===== src/rtl/alu_operand_stage.sv =====
`default_nettype none
// ============================================================================
//  Module   : alu_operand_stage
//  Purpose  : Operand-fetch stage in front of the ALU. It holds the integer
//             register file and reads two source registers per instruction.
//             It presents the registered operands, rd and opcode to the ALU
//             under a valid/ready handshake with a single output slot.
//             Same-cycle writeback bypass and stall-time operand refresh keep
//             the operands seen by the ALU up to date.
//  Ports    : clk, reset (async, active-low)
//             in_valid/in_ready, in_rs1_addr, in_rs2_addr, in_rd_addr, in_op
//             wb_en, wb_addr, wb_data            (retire-stage writeback)
//             out_valid/out_ready, out_rs1, out_rs2, out_rd_addr, out_op
//  Revision : 1.0  initial release
// ============================================================================
module alu_operand_stage #(
    parameter int XLEN = 32,
    parameter int NREG = 32,
    parameter int AW   = 5,
    parameter int OPW  = 4
) (
    input  logic            clk,
    input  logic            reset,
    input  logic            in_valid,
    output logic            in_ready,
    input  logic [AW-1:0]   in_rs1_addr,
    input  logic [AW-1:0]   in_rs2_addr,
    input  logic [AW-1:0]   in_rd_addr,
    input  logic [OPW-1:0]  in_op,
    input  logic            wb_en,
    input  logic [AW-1:0]   wb_addr,
    input  logic [XLEN-1:0] wb_data,
    output logic            out_valid,
    input  logic            out_ready,
    output logic [XLEN-1:0] out_rs1,
    output logic [XLEN-1:0] out_rs2,
    output logic [AW-1:0]   out_rd_addr,
    output logic [OPW-1:0]  out_op
);

    logic [XLEN-1:0] rf_q [NREG];

    logic            valid_q;
    logic [XLEN-1:0] rs1_q,  rs1_d;
    logic [XLEN-1:0] rs2_q,  rs2_d;
    logic [AW-1:0]   rd_q;
    logic [OPW-1:0]  op_q;
    logic [AW-1:0]   hrs1_q;
    logic [AW-1:0]   hrs2_q;

    logic            w_accept;
    logic            w_wb_live;
    logic [XLEN-1:0] w_rd1;
    logic [XLEN-1:0] w_rd2;

    assign in_ready  = !valid_q || out_ready;
    assign w_accept  = in_valid && in_ready;
    assign w_wb_live = wb_en && (wb_addr != '0);

    // x0 reads as zero; a writeback landing this cycle wins over the array.
    always_comb begin
        w_rd1 = rf_q[in_rs1_addr];
        if (in_rs1_addr == '0) begin
            w_rd1 = '0;
        end else if (w_wb_live && (wb_addr == in_rs1_addr)) begin
            w_rd1 = wb_data;
        end
    end

    always_comb begin
        w_rd2 = rf_q[in_rs2_addr];
        if (in_rs2_addr == '0) begin
            w_rd2 = '0;
        end else if (w_wb_live && (wb_addr == in_rs2_addr)) begin
            w_rd2 = wb_data;
        end
    end

    // Operand next-state: load on accept, otherwise refresh a held operand
    // whose source register is being written back right now.
    always_comb begin
        rs1_d = rs1_q;
        rs2_d = rs2_q;
        if (w_accept) begin
            rs1_d = w_rd1;
            rs2_d = w_rd2;
        end else if (valid_q && w_wb_live) begin
            if (wb_addr == hrs1_q) begin
                rs1_d = wb_data;
            end
            if (wb_addr == hrs2_q) begin
                rs2_d = wb_data;
            end
        end
    end

    // Register file; entry 0 is never written.
    always_ff @(posedge clk or negedge reset) begin
        if (!reset) begin
            for (int i = 0; i < NREG; i++) begin
                rf_q[i] <= '0;
            end
        end else if (w_wb_live) begin
            rf_q[wb_addr] <= wb_data;
        end
    end

    always_ff @(posedge clk or negedge reset) begin
        if (!reset) begin
            valid_q <= 1'b0;
            rs1_q   <= '0;
            rs2_q   <= '0;
            rd_q    <= '0;
            op_q    <= '0;
            hrs1_q  <= '0;
            hrs2_q  <= '0;
        end else begin
            rs1_q <= rs1_d;
            rs2_q <= rs2_d;
            if (w_accept) begin
                valid_q <= 1'b1;
                rd_q    <= in_rd_addr;
                op_q    <= in_op;
                hrs1_q  <= in_rs1_addr;
                hrs2_q  <= in_rs2_addr;
            end else if (out_ready) begin
                valid_q <= 1'b0;
            end
        end
    end

    assign out_valid   = valid_q;
    assign out_rs1     = rs1_q;
    assign out_rs2     = rs2_q;
    assign out_rd_addr = rd_q;
    assign out_op      = op_q;

endmodule
`default_nettype wire


===== config.mk =====
export PLATFORM = sky130hd
export DESIGN_NAME = alu_operand_stage
export DESIGN_NICKNAME = d
export VERILOG_FILES = /design/src/rtl/alu_operand_stage.sv
export SDC_FILE = /design/constraint.sdc
export NUM_CORES = 2
export LEC_CHECK = 0
export ABC_AREA = 1
export CAP_MARGIN = 20
export CORE_MARGIN = 5
export CORE_UTILIZATION = 25
export CTS_CLUSTER_SIZE = 20
export DETAILED_ROUTE_END_ITERATION = 8
export SYNTH_ARGS = -nofsm -noshare
export SYNTH_HDL_FRONTEND = slang
export SYNTH_SLANG_ARGS = --single-unit

===== constraint.sdc =====
create_clock -name clk -period 3.4 [get_ports clk]
set_clock_uncertainty 0.2 [all_clocks]
set_input_delay 0.51 -clock clk [delete_from_list [all_inputs] [get_ports clk]]
set_output_delay 0.51 -clock clk [all_outputs]
set_load 0.01 [all_outputs]

# Word level (Yosys, flattened, before mapping)
# Cells that the tools add are included.
# totals
regBits,1108
in_bits,61
out_inout_bits,75
# classes
order_cmp,4
eq_ne,4
muxes,21
bitwise_logic,3
reduce_logical,17
# op_table
operator,count
1024-bit bitwise mux,1
32-bit two-way mux,15
32-bit binary-select mux with 5-bit select,2
32-bit demux with 5-bit select,1
5-bit == test,4
"6-bit greater-or-equal comparator, second input constant",3
5-bit NOT with 6-bit output,3
5-bit zero test,2
2-bit nonzero test,4
1-bit logical AND,6
"6-bit by 1-bit < comparator with 1-bit output, second input constant",1
5-bit nonzero test,1
2-bit AND reduction,2
1-bit two-way mux,2
1-bit zero test,1
1-bit logical OR,1

# Longest topological paths before layout
# logic_depth
word_depth,7
ltp_mapped,15
mapped_depth_nobuf,11

# Worst setup path after synthesis
# OpenSTA, ideal clock, no wires.
# synth_path
path_type,input-to-reg
start,in wb_addr[0]
end,"reg rs2_q[20], in the netlist out_rs2[20]"
setup_ps,120
arrival_time_ps,1743
t_required_ps,3080
setup_slack_ps,1337
path_stages,9
path_buffers,2
path_cell_list,buf_4 > or2_4 > o21ai_2 > inv_4 > nand2_2 > buf_1 > nand2_1 > nand2_1 > a21oi_2
# synth_via
elab_chain_cells,6
# synth_rtl
element,line_no,rtl
start: declaration,31,"input logic [AW-1:0] wb_addr,"
5-bit nonzero test,58,assign w_wb_live = wb_en && (wb_addr != '0);
1-bit logical AND,58,
1-bit logical AND,74,end else if (w_wb_live && (wb_addr == in_rs2_addr)) begin
32-bit two-way mux,74,
32-bit two-way mux,72,if (in_rs2_addr == '0) begin
32-bit two-way mux,84,if (w_accept) begin
end signal: assignment,119,rs2_q <= rs2_d;
end: declaration,45,"logic [XLEN-1:0] rs2_q, rs2_d;"
# Several ways; a longest one is shown, not always the timed one.
# A chain may end at the register's enable or synchronous reset.

# Worst setup path in the final report
# layout_path
start,"reg valid_q, in the netlist out_valid"
end,out in_ready
# layout_via
elab_chain_cells,2
# layout_rtl
element,line_no,rtl
start: declaration,43,logic valid_q;
start signal: assignment,110,valid_q <= 1'b0;
start signal: assignment,121,valid_q <= 1'b1;
start signal: assignment,127,valid_q <= 1'b0;
1-bit zero test,56,assign in_ready = !valid_q || out_ready;
1-bit logical OR,56,
end: declaration,25,"output logic in_ready,"
# No other way between the ends.

==> metrics.yaml <==
run_status: "completed"
synth_mux_area_share_pct: 0
synthSimpleGateAreaFrac_pct: 28.7
critPathMaxStageDelay_ps: 550
finalNonFillerCells: 11841
end_kind: "output pin"
wl_um: 246000
worst_slew_pin_slew_ps: 1040
synthAdderAreaFrac_pct: 0
core_sq_um: 246000
drt_iter0_drc: 8039
first_pass_iters: 6
dieArea_sq_um: 257000
placed_cells_incl_taps: 11620
crit_path_top_delay_cell: "clkdlybuf4s50_1"
finalSetupViolations: 0
worst_slack_ps: 701
wl_per_cell_um: 20.7
place_hpwl_um: 147000
clock_sinks: 1108
cts-buffers-inserted: 114
ys.flop_type: "dfrtp_1"
synth_top_family_by_area: "simple AND/OR/NAND/NOR gates"
synth_edf_count: 0
reg2regPathDepth: 10
clk_pin_slew_ps: 70
ys_seq_area_share_pct: 44.9
vias_per_cell: 5.04
pwr_density_cell_nw_per_um2: 544
dp_slack_ps: 210
final_layout_size_suffix_gt1_share_pct: 7.36
cp-endpoint: "in_ready"
syn_nets: 8820
drv_cap: 0
synth_xor_xnor_area_share_pct: 0.269
clkLatencyLatePin_ps: 770
syn_area_sq_um: 61800
grt_pass1_vias: 54674
power_leakage_nw: 32.5
die-width_um: 507
gp_congestion: 0.848
hold_viol: 0
final_antenna_net_count: 0
crit_required_ps: 2690
num_rows: 182
cts-root-buf: "clkbuf_16"
grt_pass1_wl_um: 366000
reg2reg_to: "out_rs1[15]"
cts_tree: "built"
arrival_ps: 1990
cp_cell_sequence: "nand2_1, clkdlybuf4s50_1"
slew_headroom_pct: 30.9
fin_crit_sh_pct: 79.4
min_path_type: "in -> async"
antenna_found_initial: 7
numPortBuffers: 135
synth_cell_types: 38
drc: 0
drv_slew: 0
vias: 59665
syn_area_per_cell_sq_um: 7.05
clock_path_buffers: 3
ir_drop_v: 0.000471
fmax_mhz: 371
cts-htree-levels: 3
critPathLaunch: "out_valid"
async_flop_share_pct: 100
yosysWarningCount: 0
initial_core_util_pct: 25.1
track_usage_pct: 18.5
syn_to_final_growth_pct: 15.2
finalCriticalPeriod_ps: 2700
post-cts-setup-buffers: 0
syn_inst: 8759
crit_fanout: 3
ys_seq_elements: 1108
synth_compound_area_share_pct: 17.4
fin_setup_tns_ps: 0
ios: 136
grt_max_degree: 120
die_h_um: 507
nNetsFinal: 8578
crit_type: "reg -> out"
grt_overflow: 0
rsz0062_at_grt: "false"
timing.rr.start: "out_valid"
r2r_setup_slack_ps: 870
cp-start-kind: "flip-flop"
[layout by cell type (no fill, tap or decap), types with 34 or more instances in the layout]
cell	n
or2_2	41
buf_12	104
o21ai_0	1148
o211ai_1	234
dfrtp_1	1108
buf_4	173
nand2_1	3034
o21ai_1	126
nor2_1	462
clkbuf_8	34
clkbuf_16	114
a21oi_1	456
nand3_1	777
inv_1	467
clkdlybuf4s50_1	124
[routing by layer]
| layer | up-vias | global-route usage (%) | part of all wire (%) |
|---|---|---|---|
| li1 | 27894 | - | - |
| met3 | 419 | 3.36 | 9.5 |
| met2 | 2888 | 27.8 | 43 |
| met4 | 0 | 5.30 | 3.1 |
| met1 | 28464 | 26.9 | 44 |
| met5 | - | 0 | 0 |
[worst min path at each step]
stage	start	endpoint	slack, ps	depth (start not counted)
final	reset	rf_q[736]	60	2
after global routing	reset	rf_q[128]	50	2
after CTS	reset	rf_q[736]	7	2
after detailed placement	rf_q[1005]	rf_q[1005]	180	0
after global placement	rf_q[1019]	rf_q[1019]	180	0
after floorplan	reset	hrs1_q[0]	10	0
[timing repair]
action                                 in CTS  in global routing
hold buffers                                1                  0
endpoints found under the hold margin     620                  0
resized for setup                           0                  0
[final cells by class]
cell class                 count  area [sq um]
fill                       26841        175000
multi-input combinational   6394         28800
sequential                  1108         27700
timing repair buffer         410          4730
tap                         3220          4030
clock buffer                 163          3380
inverter                     489          1860
clock inverter                53           632
antenna                        4          10.0
[cell usage after synthesis, types with 33 or more instances]
cell,count,area [sq um]
or2_2,41,257
nand2_1,3047,11400
o211ai_1,234,1760
dfrtp_1,1108,27700
a21oi_2,33,289
buf_2,201,1010
nand3_1,777,3890
buf_1,60,225
inv_1,470,1760
buf_6,34,383
clkbuf_1,416,1560
buf_4,54,405
o21ai_1,126,631
nor2_1,463,1740
a21oi_1,456,2280
o21ai_0,1148,5750
[critical path: cells and delay by family (launching register included)]
family / cells / cell delay, ps
simple gates: 1 / 160
buf+inv: 1 / 550
flops: 1 / 500
[logic make-up (layout without fill, tap and decap cells)]
family / count (synthesis) / after routing
compound gates: 1999 / 1999
other cells: 0 / 4
flops: 1108 / 1108
buf+inv: 1257 / 1115
xor+xnor: 19 / 19
simple gates: 4376 / 4376
[registers in the layout, indices dropped and copies added, names as in the netlist]
register and cells:
hrs1_q 5, hrs2_q 5, out_op 4, out_rd_addr 5, out_rs1 32, out_rs2 32
out_valid 1, rf_q 1024
[power breakdown]
part | leakage (nW) | total [W] | internal (W) | switching (W)
combinational | 16.4 | 0.00772 | 0.00289 | 0.00483
sequential | 14.2 | 0.0174 | 0.0156 | 0.00179
clock | 1.99 | 0.0136 | 0.00770 | 0.00593
[per-stage QoR]
| stage | hold WS [ps] | area (sq um) | power (W) | utilization [%] |
|---|---|---|---|---|
| 2_1_floorplan | 14.4 | 61800 | 0.0222 | - |
| 3_3_place_gp | 182 | 67200 | 0.0250 | 27.3 |
| 3_5_place_dp | 182 | 67200 | 0.0252 | 27.3 |
| 6_report | 58.6 | 71200 | 0.0387 | 29.0 |
| 4_1_cts | 7.29 | 71200 | 0.0388 | 29.0 |
| 5_1_grt | 48.3 | 71200 | 0.0408 | 29.0 |
Power figures use the tool's default switching activity.
